<file path="src/rtl/sample_decompressor_if.sv">
// Valid/ready channels of sample_decompressor: compressed words in, decompressed sample words out.
interface sample_decompressor_if;
    logic [15:0] in_data;
    logic        in_valid;
    logic        in_ready;
    logic [15:0] out_data;
    logic        out_valid;
    logic        out_ready;

    // A word moves on a rising edge where valid && ready; the sender holds valid and keeps data stable until ready.
    modport master (output in_data, in_valid, out_ready, input in_ready, out_data, out_valid);
    modport slave  (input in_data, in_valid, out_ready, output in_ready, out_data, out_valid);
endinterface

</file>
<file path="src/rtl/sample_decompressor.sv">
// Run-length decompressor for the 16-bit sample stream (literal, literal, count -> copies).
// Optional macro SAMPLE_DECOMPRESSOR_COUNT_EN enables the emitted-word counter on sample_count.
module sample_decompressor (
    input  logic                        clk,
    input  logic                        rst,
    input  logic                        clear,
    sample_decompressor_if.slave        bus,
    output logic [31:0]                 sample_count,
    output logic [1:0]                  o_dbg_state
);
    typedef enum logic [1:0] {
        ST_FIRST  = 2'd0,
        ST_LIT    = 2'd1,
        ST_COUNT  = 2'd2,
        ST_REPEAT = 2'd3
    } state_t;

    state_t      r_state;
    state_t      w_state_next;
    logic [15:0] r_out_data;
    logic [15:0] r_last;
    logic [15:0] r_rep;
    logic        r_out_valid;
    logic        r_ret;
    logic        w_slot_free;
    logic        w_in_ready;
    logic        w_in_fire;
    logic        w_lit_fire;
    logic        w_cnt_fire;
    logic        w_rep_emit;

    assign w_slot_free = !r_out_valid || bus.out_ready;
    assign w_in_fire   = bus.in_valid && w_in_ready;
    assign w_lit_fire  = w_in_fire && ((r_state == ST_FIRST) || (r_state == ST_LIT));
    assign w_cnt_fire  = w_in_fire && (r_state == ST_COUNT);
    assign w_rep_emit  = (r_state == ST_REPEAT) && w_slot_free;

    always_ff @(posedge clk or posedge rst) begin
        if (rst) begin
            r_state <= ST_FIRST;
        end else if (clear) begin
            r_state <= ST_FIRST;
        end else begin
            r_state <= w_state_next;
        end
    end

    always_comb begin
        w_state_next = r_state;
        case (r_state)
            ST_FIRST:  if (w_in_fire) w_state_next = ST_LIT;
            ST_LIT:    if (w_in_fire && (bus.in_data == r_last)) w_state_next = ST_COUNT;
            ST_COUNT:  if (w_in_fire) w_state_next = (bus.in_data == 16'h0000) ? ST_FIRST : ST_REPEAT;
            ST_REPEAT: if (w_rep_emit && (r_rep == 16'd1)) w_state_next = r_ret ? ST_COUNT : ST_FIRST;
            default:   w_state_next = ST_FIRST;
        endcase
    end

    // in_ready is a pure function of state and the output slot, never of in_valid.
    always_comb begin
        w_in_ready = (r_state != ST_REPEAT) && w_slot_free;
    end

    always_ff @(posedge clk or posedge rst) begin
        if (rst) begin
            r_out_data  <= 16'h0000;
            r_out_valid <= 1'b0;
            r_last      <= 16'h0000;
            r_rep       <= 16'h0000;
            r_ret       <= 1'b0;
        end else if (clear) begin
            r_out_data  <= 16'h0000;
            r_out_valid <= 1'b0;
            r_last      <= 16'h0000;
            r_rep       <= 16'h0000;
            r_ret       <= 1'b0;
        end else begin
            if (w_lit_fire) begin
                r_out_data  <= bus.in_data;
                r_out_valid <= 1'b1;
                r_last      <= bus.in_data;
            end else if (w_rep_emit) begin
                r_out_data  <= r_last;
                r_out_valid <= 1'b1;
                r_rep       <= r_rep - 16'd1;
            end else if (bus.out_ready) begin
                r_out_valid <= 1'b0;
            end
            // r_ret set means the run continues with another count word (c == FFFF).
            if (w_cnt_fire && (bus.in_data != 16'h0000)) begin
                r_rep <= bus.in_data;
                r_ret <= (bus.in_data == 16'hFFFF);
            end
        end
    end

`ifdef SAMPLE_DECOMPRESSOR_COUNT_EN
    logic [31:0] r_sample_count;

    always_ff @(posedge clk or posedge rst) begin
        if (rst) begin
            r_sample_count <= 32'd0;
        end else if (clear) begin
            r_sample_count <= 32'd0;
        end else if (r_out_valid && bus.out_ready) begin
            r_sample_count <= r_sample_count + 32'd1;
        end
    end

    assign sample_count = r_sample_count;
`else
    assign sample_count = 32'd0;
`endif

    assign bus.in_ready  = w_in_ready;
    assign bus.out_data  = r_out_data;
    assign bus.out_valid = r_out_valid;
    assign o_dbg_state   = r_state;
endmodule

</file>
<file path="src/flat_wrapper.sv">
// flat-port wrapper written by rule: the top's interface ports become plain ports
module sample_decompressor_flat 
  (clk, rst, clear, sample_count, o_dbg_state, bus_in_data, bus_in_valid, bus_out_ready, bus_in_ready, bus_out_data, bus_out_valid);
  sample_decompressor_if bus_i ();
  input  logic clk;
  input  logic rst;
  input  logic clear;
  output logic [31:0] sample_count;
  output logic [1:0] o_dbg_state;
  input wire logic [$bits(bus_i.in_data)-1:0] bus_in_data;
  input wire logic [$bits(bus_i.in_valid)-1:0] bus_in_valid;
  input wire logic [$bits(bus_i.out_ready)-1:0] bus_out_ready;
  output wire logic [$bits(bus_i.in_ready)-1:0] bus_in_ready;
  output wire logic [$bits(bus_i.out_data)-1:0] bus_out_data;
  output wire logic [$bits(bus_i.out_valid)-1:0] bus_out_valid;
  assign bus_i.in_data = bus_in_data;
  assign bus_i.in_valid = bus_in_valid;
  assign bus_i.out_ready = bus_out_ready;
  assign bus_in_ready = bus_i.in_ready;
  assign bus_out_data = bus_i.out_data;
  assign bus_out_valid = bus_i.out_valid;
  sample_decompressor u_core (.clk(clk), .rst(rst), .clear(clear), .bus(bus_i), .sample_count(sample_count), .o_dbg_state(o_dbg_state));
endmodule
</file>
<file path="config.mk">
export PLATFORM = sky130hd
export DESIGN_NAME = sample_decompressor_flat
export DESIGN_NICKNAME = d
export VERILOG_FILES = /design/src/rtl/sample_decompressor_if.sv /design/src/rtl/sample_decompressor.sv /design/src/flat_wrapper.sv
export SDC_FILE = /design/constraint.sdc
export NUM_CORES = 1
export LEC_CHECK = 0
export BUFFER_PORTS_ARGS = -buffer_cell sky130_fd_sc_hd__buf_2
export CORE_UTILIZATION = 50
export DETAILED_ROUTE_END_ITERATION = 8
export PLACE_DENSITY = 0.88
export SETUP_SLACK_MARGIN = 0.5
export SLEW_MARGIN = 40
export SYNTH_ARGS = -nofsm -noshare
export SYNTH_HDL_FRONTEND = slang
export SYNTH_SLANG_ARGS = --single-unit
</file>
<file path="constraint.sdc">
create_clock -name clk -period 2.6 [get_ports clk]
set_input_delay 0.52 -clock clk [delete_from_list [all_inputs] [get_ports clk]]
set_output_delay 0.52 -clock clk [all_outputs]
set_load 0.03 [all_outputs]
</file>
==> results of run 1 <==
[registers in the layout, summed over array words and instances (netlist names)]
name / count
u_core.bus.out_data: 16
u_core.bus.out_valid: 1
u_core.o_dbg_state: 2
u_core.r_last: 16
u_core.r_rep: 16
u_core.r_ret: 1
[through the flow]
step	cell area (um^2)	setup slack, ns
after floorplan	3070	0.573
after global placement	3110	0.530
after detailed placement	3110	0.481
after CTS	3210	0.534
after global routing	3240	0.508
final	3240	0.521
[tightest hold or removal path, stage by stage]
cell and delay, ns:
buf_2 0.10, inv_2 0.03, buf_4 0.52
[per-layer routing]
layer  wire length, um  part of all wire [%]
met5                 0                     0
met4               220                   3.4
met2              3260                    51
met3               393                   6.1
met1              2560                    40
[cells by family after synthesis]
kind of cell / count (synthesis) / synth area share, %
simple gates: 109 / 19.2
mux: 17 / 6.45
flops: 52 / 44.1
compound gates: 40 / 9.63
other cells: 1 / 0.127
fa+ha+maj: 2 / 0.848
buf+inv: 49 / 10.4
xor+xnor: 31 / 9.20
[cells in the final DEF (no fill, tap or decap), types with 2 or more instances in the layout]
master / synthesis / final
nor4_1: 8 / 7
nor3b_2: 1 / 2
nor3_2: 2 / 4
nand2_1: 40 / 40
inv_1: 7 / 6
xnor2_1: 20 / 20
ha_1: 2 / 2
buf_2: 3 / 40
nand4_1: 10 / 10
nor2_1: 22 / 22
or4_4: 2 / 2
clkbuf_8: 0 / 6
a211oi_2: 5 / 5
or3_1: 3 / 3
buf_4: 32 / 6
mux2_1: 10 / 10
a211oi_1: 10 / 10
a21oi_1: 20 / 20
nand2b_1: 3 / 3
conb_1: 1 / 32
xor2_1: 11 / 11
mux2_2: 6 / 6
dfrtp_1: 52 / 52
nand3_1: 3 / 3
nor3_1: 5 / 3
[Yosys cell counts (3+ instances only)]
| library cell | instances |
|---|---|
| a21oi_1 | 20 |
| buf_2 | 3 |
| clkbuf_1 | 5 |
| nor3_1 | 5 |
| xnor2_1 | 20 |
| mux2_2 | 6 |
| xor2_1 | 11 |
| nor4_1 | 8 |
| nand4_1 | 10 |
| a211oi_1 | 10 |
| mux2_1 | 10 |
| nand2b_1 | 3 |
| nand3_1 | 3 |
| dfrtp_1 | 52 |
| nor2_1 | 22 |
| buf_4 | 32 |
| a211oi_2 | 5 |
| nand2_1 | 40 |
| inv_1 | 7 |
| or3_1 | 3 |
[how the worst max path moves through the flow]
stage | startpoint | endpoint | slack (ns) | cells after the start
4_1_cts | u_core.r_rep[0] | u_core.r_rep[10] | 0.53 | 7
5_1_grt | u_core.o_dbg_state[0] | bus_in_ready | 0.51 | 3
3_3_place_gp | bus_out_ready | u_core.bus.out_data[0] | 0.53 | 6
6_report | u_core.o_dbg_state[0] | bus_in_ready | 0.52 | 3
3_5_place_dp | bus_out_ready | u_core.bus.out_data[2] | 0.48 | 6
2_1_floorplan | u_core.bus.out_valid | u_core.bus.out_data[0] | 0.57 | 5
[final cells by class]
cell class                      count  area (um^2)
Clock buffer                        6         82.6
Clock inverter                      2         13.8
Fill cell                         475         2360
Inverter                            7         26.3
Multi-Input combinational cell    231         1480
Sequential cell                    52         1300
Tap cell                           72         90.1
Timing Repair Buffer               46          245
[power groups by stage]
| stage | Clock [uW] | Combinational (uW) | Sequential, uW |
|---|---|---|---|
| floorplan | 0 | 209 | 928 |
| global placement | 0 | 303 | 883 |
| detailed placement | 0 | 308 | 886 |
| CTS | 493 | 309 | 870 |
| global route | 525 | 335 | 874 |
| finish | 488 | 311 | 870 |
[timing repair]
item / in CTS / in global routing
hold buffers: 0 / 0
gates resized for setup: 0 / 5
hold endpoints to repair: 0 / 0
setup endpoints to repair: 0 / 19
buffers inserted: 0 / 1
==> flow_metrics.tcl, run 1 <==
set metrics [dict create \
    grt_pass1_vias 2169 \
    outcome "complete, no violations" \
    yosysWarnings 0 \
    dp.cells 407 \
    power.share.switching_pct 31.4 \
    path_max_fanout 7 \
    syn_avg_cell_area_um2 9.80 \
    syn2layout_area_growth_pct 9.92 \
    dp_hpwl_mm 4.68 \
    yosys-top-cells-area "dfrtp_1 (44%), buf_4 (8.1%), xnor2_1 (5.9%)" \
    total_power_uw 1670 \
    power_frac_seq_pct 52.2 \
    pwr-share-comb_pct 18.6 \
    initial_core_util_pct 52.6 \
    setup.worst_path.start_class "flip-flop" \
    finalCriticalPeriod_ns 2.08 \
    netlist_instances 301 \
    fmax_mhz 481 \
    async_flop_share_pct 100 \
    numCtsBuffers 5 \
    fin_util_pct 57.8 \
    intPower_uw 1150 \
    r2r_start "u_core.r_rep[0]" \
    grt_max_degree 53 \
    worstHoldPathType "primary input to asynchronous set/reset pin" \
    antenna_found_initial 0 \
    leakagePower_uw 0.00153 \
    timing.rr.end "u_core.r_rep[11]" \
    period_share_pct 80.0 \
    clkSinkCount 52 \
    cts_tree "yes" \
    grt_first_pass_wirelength_mm 10.7 \
    htreeDepth 2 \
    clkLatencyLatePin_ns 0.31 \
    path_buf_inv 1 \
    ir_drop_uv 485 \
    overflow 0 \
    cts.path.max_buffers 2 \
    tns_ns 0 \
    rsz0062_at_grt "false" \
    die_x_um 78.8 \
    use_met2_pct 37.7 \
    synth-main-ff-cell "dfrtp_1" \
    fp-row-count 27 \
    worst-r2r-cell-count 5 \
    num_vias 2286 \
    worst_hold_slack_ns 0.371 \
    crit_chain "and2_1, nor2_1, buf_2" \
    ant_nets 0 \
    r2r_setup_slack_ns 0.63 \
    cts.clk_slew.worst_paths_ns 0.09 \
    port_buffers 40 \
    synth_top_area_share_pct 44.1 \
    firstDrtPassIters 4 \
    maxCapViolCount 0 \
    hold_viol 0 \
    p_per_area_nw_per_um2 515 \
    path_delay_family "flip-flops" \
    synth_edf_count 0 \
    drive_above_1_share_pct 22.7 \
    via_per_inst 5.50 \
    nets 366 \
    synth-seq-area-share_pct 44.1 \
    final_cells 416 \
    drc_errors 0 \
    slew_violations 0 \
    max_stage_delay_ns 0.50 \
    clock_skew_ns 0.00123 \
    root_buffer "clkbuf_8" \
    die_area_um2 6210 \
    cp_data_required_time_ns 2.08 \
    setup_viol_count_final 0 \
    power_frac_clock_pct 29.2 \
    ys_types 41 \
    worst_setup_path_end_kind "primary output" \
    core_um2 5610 \
    wirelength_mm 6.43 \
    synth_top_cell_by_area "dfrtp_1" \
    routabilityCongestion 0.955 \
    ys_ff_latch 52 \
    io_pins 73 \
    wl_per_cell_um 15.4 \
    use_met1_pct 28.1 \
    antenna_cells 0 \
    grt_usage_pct 22.6 \
    cp.arrival_ns 1.56 \
    switchingPower_uw 523 \
    gr-usage-met3_pct 3.91 \
    syn_area_um2 2950 \
    worst_slew_pin_slew_ns 0.664 \
    die_h_um 78.8 \
    critPathKind "flip-flop to primary output" \
    busiest_layer "met2" \
    slew_headroom_pct 55.6 \
    cpMaxStageDelayCell "dfrtp_1" \
    drt-initial-drc-count 104 \
]
(Power assumes the default switching activity.)
==> inputs of run 2 (changes only) <==
ABC_AREA = 1   (was default)
PLACE_DENSITY = 0.89   (was 0.88)
clock period = 1.9 ns   (was 2.6 ns; I/O delays follow)
==> run 2 against run 1 <==
The flow now finishes with violations (design-rule violations); count of clock-buffer cells in the layout is 1 lower; routed wire length up 68%; non-clock buffer count is 48 higher; clock power rose by 86%; critical path depth rose by 6; clock skew grew 0.015 ns; die area grew 14%; global-route usage grew 3.4 points; utilization rose by 13 points; synthesized area increased by 15%; sequential cell count stayed put; first-iteration DRC count grew to 3.5 times the previous value; critical endpoint is now u_core.r_rep[10]; largest power group is now combinational logic.
==> flow_metrics.tcl, run 2 <==
set metrics [dict create \
    outcome "finished, violations left" \
    violations "design-rule violations" \
    path_buf_inv 4 \
    ys_ff_latch 52 \
    final_common_cell "nand2_1" \
    r2r_start "u_core.o_dbg_state[1]" \
    postCtsHoldBufs 0 \
    worst_hold_slack_ns 0.125 \
    syn_area_um2 3390 \
    cts.clk_slew.worst_paths_ns 0.11 \
    synth-seq-area-share_pct 38.4 \
    synth_edf_count 0 \
    synth_compound_area_share_pct 7.31 \
    regArea_um2 1310 \
    grt_max_degree 53 \
    htreeDepth 2 \
    port_buffers 40 \
    wl_per_cell_um 16.2 \
    initial_core_util_pct 52.5 \
    worst_setup_path_end_kind "flip-flop" \
    dr_wl_met2_mm 5.50 \
    synth.most_common_cell "nand2_1" \
    fp-row-count 29 \
    die_x_um 84.3 \
    yosysWarnings 0 \
    hold_viol 0 \
    cts_tree "yes" \
    wl_met3_um 795 \
    dp_hpwl_mm 6.32 \
    cpMaxStageDelayCell "dfrtp_2" \
    worstHoldPathType "primary input to asynchronous set/reset pin" \
    setup_viol_count_final 0 \
    period_share_pct 90.1 \
    firstDrtPassIters 9 \
    overflow 0 \
    cp_data_required_time_ns 2.11 \
    rsz0062_at_grt "true" \
    synthMuxAreaShare_pct 0.997 \
    crit_path_frequent_cell "buf_12" \
    routabilityCongestion 0.951 \
    dr.max_layer_used "met4" \
    max_stage_delay_ns 0.45 \
    drive_above_1_share_pct 28.7 \
    grt_usage_pct 26.0 \
    core_um2 6460 \
    timing.rr.end "u_core.r_rep[10]" \
    clock_skew_ns 0.0164 \
    cp.arrival_ns 1.92 \
    slew_violations 0 \
    async_flop_share_pct 100 \
    path_delay_family "simple AND/OR/NAND/NOR gates" \
    ant_nets 0 \
    worst-r2r-cell-count 9 \
    ir_drop_uv 818 \
    io_pins 73 \
    nFillCells 426 \
    synth_top_family_by_area "simple AND/OR/NAND/NOR gates" \
    antenna_cells 0 \
    root_buffer "clkbuf_8" \
    drt-initial-drc-count 367 \
    critPathKind "flip-flop to flip-flop" \
    wirelength_mm 10.8 \
    crit_chain "buf_12, inv_8, nor4_4, nand2_4, buf_12, clkinvlp_4, o21ai_0, nand2_2, nand2_1" \
    synth_fa_ha_area_share_pct 0.739 \
    die_h_um 84.3 \
    synthXorXnorAreaFrac_pct 1.81 \
    setup.worst_path.start_class "flip-flop" \
    synth_top_cell_by_area "dfrtp_1" \
    yosys.area_share.simple_pct 35.3 \
    die_area_um2 7110 \
    fmax_mhz 584 \
    syn_avg_cell_area_um2 6.84 \
    synth_top_area_share_pct 38.4 \
    multiInputGateArea_um2 2040 \
    ys_types 28 \
    antenna_found_initial 0 \
    maxCapViolCount 0 \
    synth-main-ff-cell "dfrtp_1" \
    path_max_fanout 6 \
    num_vias 3715 \
    finalCriticalPeriod_ns 1.71 \
    grt_first_pass_wirelength_mm 14.7 \
    grt_pass1_vias 3222 \
    cts.path.max_buffers 2 \
    nets 611 \
    via_per_inst 5.59 \
    p_per_area_nw_per_um2 1400 \
    clkLatencyLatePin_ns 0.32 \
    leakagePower_uw 0.00244 \
    r2r_setup_slack_ns 0.19 \
    drt-met1-wl_mm 3.98 \
    clkSinkCount 52 \
    yosys-top-cells-area "dfrtp_1 (38%), nand2_1 (20%), buf_4 (7.1%)" \
    numCtsBuffers 5 \
    synthTopCellsByCount "nand2_1 (181), inv_1 (57), dfrtp_1 (52), nor2_1 (50), buf_4 (32)" \
    tns_ns 0 \
    drc_errors 12 \
    syn2layout_area_growth_pct 34.6 \
    netlist_instances 495 \
    layout_common_cells "nand2_1 (172), inv_1 (52), dfrtp_1 (47)" \
]
run 2: tightest hold or removal path, stage by stage:
cell and delay, ns:
buf_2 0.11, clkinvlp_4 0.07, buf_12 0.26
run 2: cell type report:
| cell class | count | area share (%) |
|---|---|---|
| Inverter | 61 | 5.65 |
| Sequential cell | 52 | 28.7 |
| Clock inverter | 2 | 1.32 |
| Tap cell | 77 | 2.11 |
| Clock buffer | 5 | 1.51 |
| Timing Repair Buffer | 94 | 15.8 |
| Multi-Input combinational cell | 373 | 44.8 |
| Timing Repair inverter | 1 | 0.110 |
run 2: power by group:
part           switching, uW  internal (uW)
clock network            390            519
registers                323           1430
logic                   2300           1430
run 2: worst max-delay path by stage:
stage                                startpoint                endpoint  slack [ns]  depth (start not counted)
after global routing            u_core.r_rep[2]        u_core.r_rep[13]        0.08                         11
after global placement            bus_out_ready  u_core.bus.out_data[1]        0.13                         12
after floorplan           u_core.o_dbg_state[1]         u_core.r_rep[2]        0.34                          9
final                     u_core.o_dbg_state[1]        u_core.r_rep[10]        0.19                          9
after CTS                 u_core.o_dbg_state[1]        u_core.r_rep[11]        0.26                          9
after detailed placement          bus_out_ready  u_core.bus.out_data[7]        0.10                         12
run 2: logic make-up (layout without fill, tap and decap cells):
group,after synthesis,after routing
simple gates,282,284
buf+inv,103,163
flops,52,52
compound gates,45,45
xor+xnor,7,7
mux,3,3
fa+ha+maj,2,2
other cells,1,32
run 2: through the flow:
| stage | power (uW) | cell area [um^2] | setup WS [ns] | instances | util [%] |
|---|---|---|---|---|---|
| 6_report | 6390 | 4560 | 0.188 | 665 | 70.6 |
| 5_1_grt | 6740 | 4560 | 0.0791 | 665 | 70.6 |
| 4_1_cts | 5650 | 4170 | 0.255 | 647 | 64.5 |
| 3_5_place_dp | 4360 | 3720 | 0.103 | 623 | 57.7 |
| 3_3_place_gp | 4250 | 3720 | 0.131 | 623 | 57.7 |
| 2_1_floorplan | 3770 | 3550 | 0.343 | 526 | - |
run 2: metal layers:
metal	up-vias	track usage (%)
met2	254	47.5
li1	1670	-
met5	-	0
met3	63	2.65
met1	1728	31.2
met4	0	10.8
run 2: repair_timing:
item / 4_1_cts / 5_1_grt
pin swaps: 8 / 18
setup endpoints to repair: 53 / 51
hold endpoints to repair: 0 / 0
buffers inserted: 13 / 17
cloned: 4 / 1
resized for setup: 42 / 69
==> inputs of run 3 (changes only) <==
SETUP_SLACK_MARGIN = 0.3   (was 0.5)
TNS_END_PERCENT = 100   (was default)
==> run 3 against run 2 <==
The flow still finishes with violations (design-rule violations); sequential power about the same; final cell count down 2.0%; utilization fell by 4.6 points; clock power fell by 1%; maximum frequency is 0.59% lower; routed wire length shrank 7.5%; critical path depth stayed put; combinational power is 8.0% lower; cell area is 6.6% lower; setup slack worse by 0.010 ns; total power decreased by 5.3%; critical path type unchanged.
==> flow_metrics.tcl, run 3 (synthesized netlist as in run 2, its figures left out) <==
set metrics [dict create \
    p_per_area_nw_per_um2 1420 \
    cpMaxStageDelayCell "dfrtp_2" \
    num_vias 3515 \
    cp_data_required_time_ns 2.15 \
    clkSinkCount 52 \
    worst_hold_slack_ns 0.120 \
    multiInputGateArea_um2 1880 \
    htreeDepth 2 \
    port_buffers 40 \
    switchingPower_uw 2870 \
    via_per_inst 5.39 \
    max_stage_delay_ns 0.42 \
    regArea_um2 1310 \
    outcome "finished, violations left" \
    ant_nets 0 \
    layout_common_cells "nand2_1 (172), inv_1 (55), dfrtp_1 (47)" \
    hold_viol 0 \
    maxCapViolCount 0 \
    grt_first_pass_wirelength_mm 15.3 \
    wl_per_cell_um 15.3 \
    slew_violations 0 \
    fin_util_pct 66.0 \
    initial_core_util_pct 52.5 \
    firstDrtPassIters 9 \
    grt_pass1_vias 3303 \
    period_share_pct 90.6 \
    antenna_cells 0 \
    fmax_mhz 581 \
    cts.path.max_buffers 2 \
    clock_skew_ns 0.0140 \
    postCtsHoldBufs 0 \
    power.share.switching_pct 47.3 \
    wirelength_mm 9.96 \
    dp_hpwl_mm 6.50 \
    nets 598 \
    syn2layout_area_growth_pct 25.8 \
    tns_ns 0 \
    io_pins 73 \
    root_buffer "clkbuf_8" \
    setup_viol_count_final 0 \
    violations "design-rule violations" \
    die_h_um 84.3 \
    cts_tree "yes" \
    drc_errors 8 \
    cts.clk_slew.worst_paths_ns 0.10 \
    worst-r2r-cell-count 9 \
    power_frac_clock_pct 14.8 \
    worst_setup_path_end_kind "flip-flop" \
    power_frac_seq_pct 28.6 \
    path_max_fanout 7 \
    intPower_uw 3190 \
    critPathKind "flip-flop to flip-flop" \
    die_area_um2 7110 \
    core_um2 6460 \
    slew_headroom_pct 61.3 \
    pwr-share-comb_pct 56.6 \
    antenna_found_initial 0 \
    finalCriticalPeriod_ns 1.72 \
    clkLatencyLatePin_ns 0.31 \
    fp-row-count 29 \
    r2r_setup_slack_ns 0.18 \
    grt_max_degree 31 \
    rsz0062_at_grt "true" \
    r2r_start "u_core.o_dbg_state[1]" \
    numCtsBuffers 5 \
    critical_path.endpoint "u_core.r_rep[14]" \
    worst_slew_pin_slew_ns 0.580 \
    leakagePower_uw 0.00238 \
    cp.arrival_ns 1.98 \
    drt-initial-drc-count 413 \
    nFillCells 518 \
    timing.rr.end "u_core.r_rep[14]" \
    crit_chain "buf_6, inv_8, nor4_4, nand2_4, nand2_4, nor2_8, nor2_4, nand2_1, nand2_1" \
    routabilityCongestion 0.919 \
    die_x_um 84.3 \
    drive_above_1_share_pct 25.4 \
    worstHoldPathType "primary input to asynchronous set/reset pin" \
    grt_usage_pct 27.2 \
    final_common_cell "nand2_1" \
    ir_drop_uv 879 \
    setup.worst_path.start_class "flip-flop" \
    overflow 0 \
    crit_start "u_core.o_dbg_state[1]" \
]
-- run 3: area by class of cell --
cell class | instances | share of cell area (%)
Sequential cell | 52 | 30.7
Inverter | 61 | 5.78
Timing Repair Buffer | 83 | 14.2
Multi-Input combinational cell | 372 | 44.1
Clock buffer | 5 | 1.61
Tap cell | 77 | 2.26
Clock inverter | 2 | 1.41
-- run 3: what timing repair did --
item                                    in CTS  in global routing
gates resized for setup                     29                 33
buffers inserted                            13                  9
gates cloned                                 1                  2
endpoints found under the setup margin      41                 30
pin swaps                                   13                 15
-- run 3: routing by layer --
layer  up-vias  part of all wire, %  GRT usage [%]
met2       219                   49           49.4
met4         0                  4.9           13.2
li1       1635                    -              -
met1      1609                   38           30.5
met3        52                  7.8           5.41
met5         -                    0              0
-- run 3: metrics by stage --
stage	instances	setup WS (ns)	instance area, um^2	total power, uW
after floorplan	526	0.322	3530	3730
final	652	0.178	4260	6060
after CTS	641	0.281	4050	5560
after global placement	620	0.136	3690	4240
after global routing	652	0.109	4260	6430
after detailed placement	620	0.0960	3690	4340
-- run 3: worst min-delay path by stage --
| stage | startpoint | endpoint | slack, ns | cells past startpoint |
|---|---|---|---|---|
| 2_1_floorplan | rst | u_core.bus.out_data[0] | 0.43 | 1 |
| 3_3_place_gp | rst | u_core.bus.out_data[5] | 0.44 | 2 |
| 3_5_place_dp | rst | u_core.bus.out_data[6] | 0.46 | 2 |
| 4_1_cts | rst | u_core.r_last[3] | 0.12 | 2 |
| 5_1_grt | rst | u_core.bus.out_data[6] | 0.15 | 2 |
| 6_report | rst | u_core.r_last[3] | 0.12 | 2 |
-- run 3: power groups by stage --
stage | logic [uW] | clock network [uW] | registers [uW]
3_3_place_gp | 2510 | 0 | 1730
2_1_floorplan | 1830 | 0 | 1900
3_5_place_dp | 2600 | 0 | 1740
6_report | 3430 | 898 | 1730
5_1_grt | 3720 | 943 | 1760
4_1_cts | 2950 | 897 | 1710
-- run 3: critical path: cells and delay by family (launching register included) --
family,cells,cell delay (ns)
buffers and inverters,2,0.17
flip-flops,1,0.42
AND/OR/NAND/NOR,7,1.07
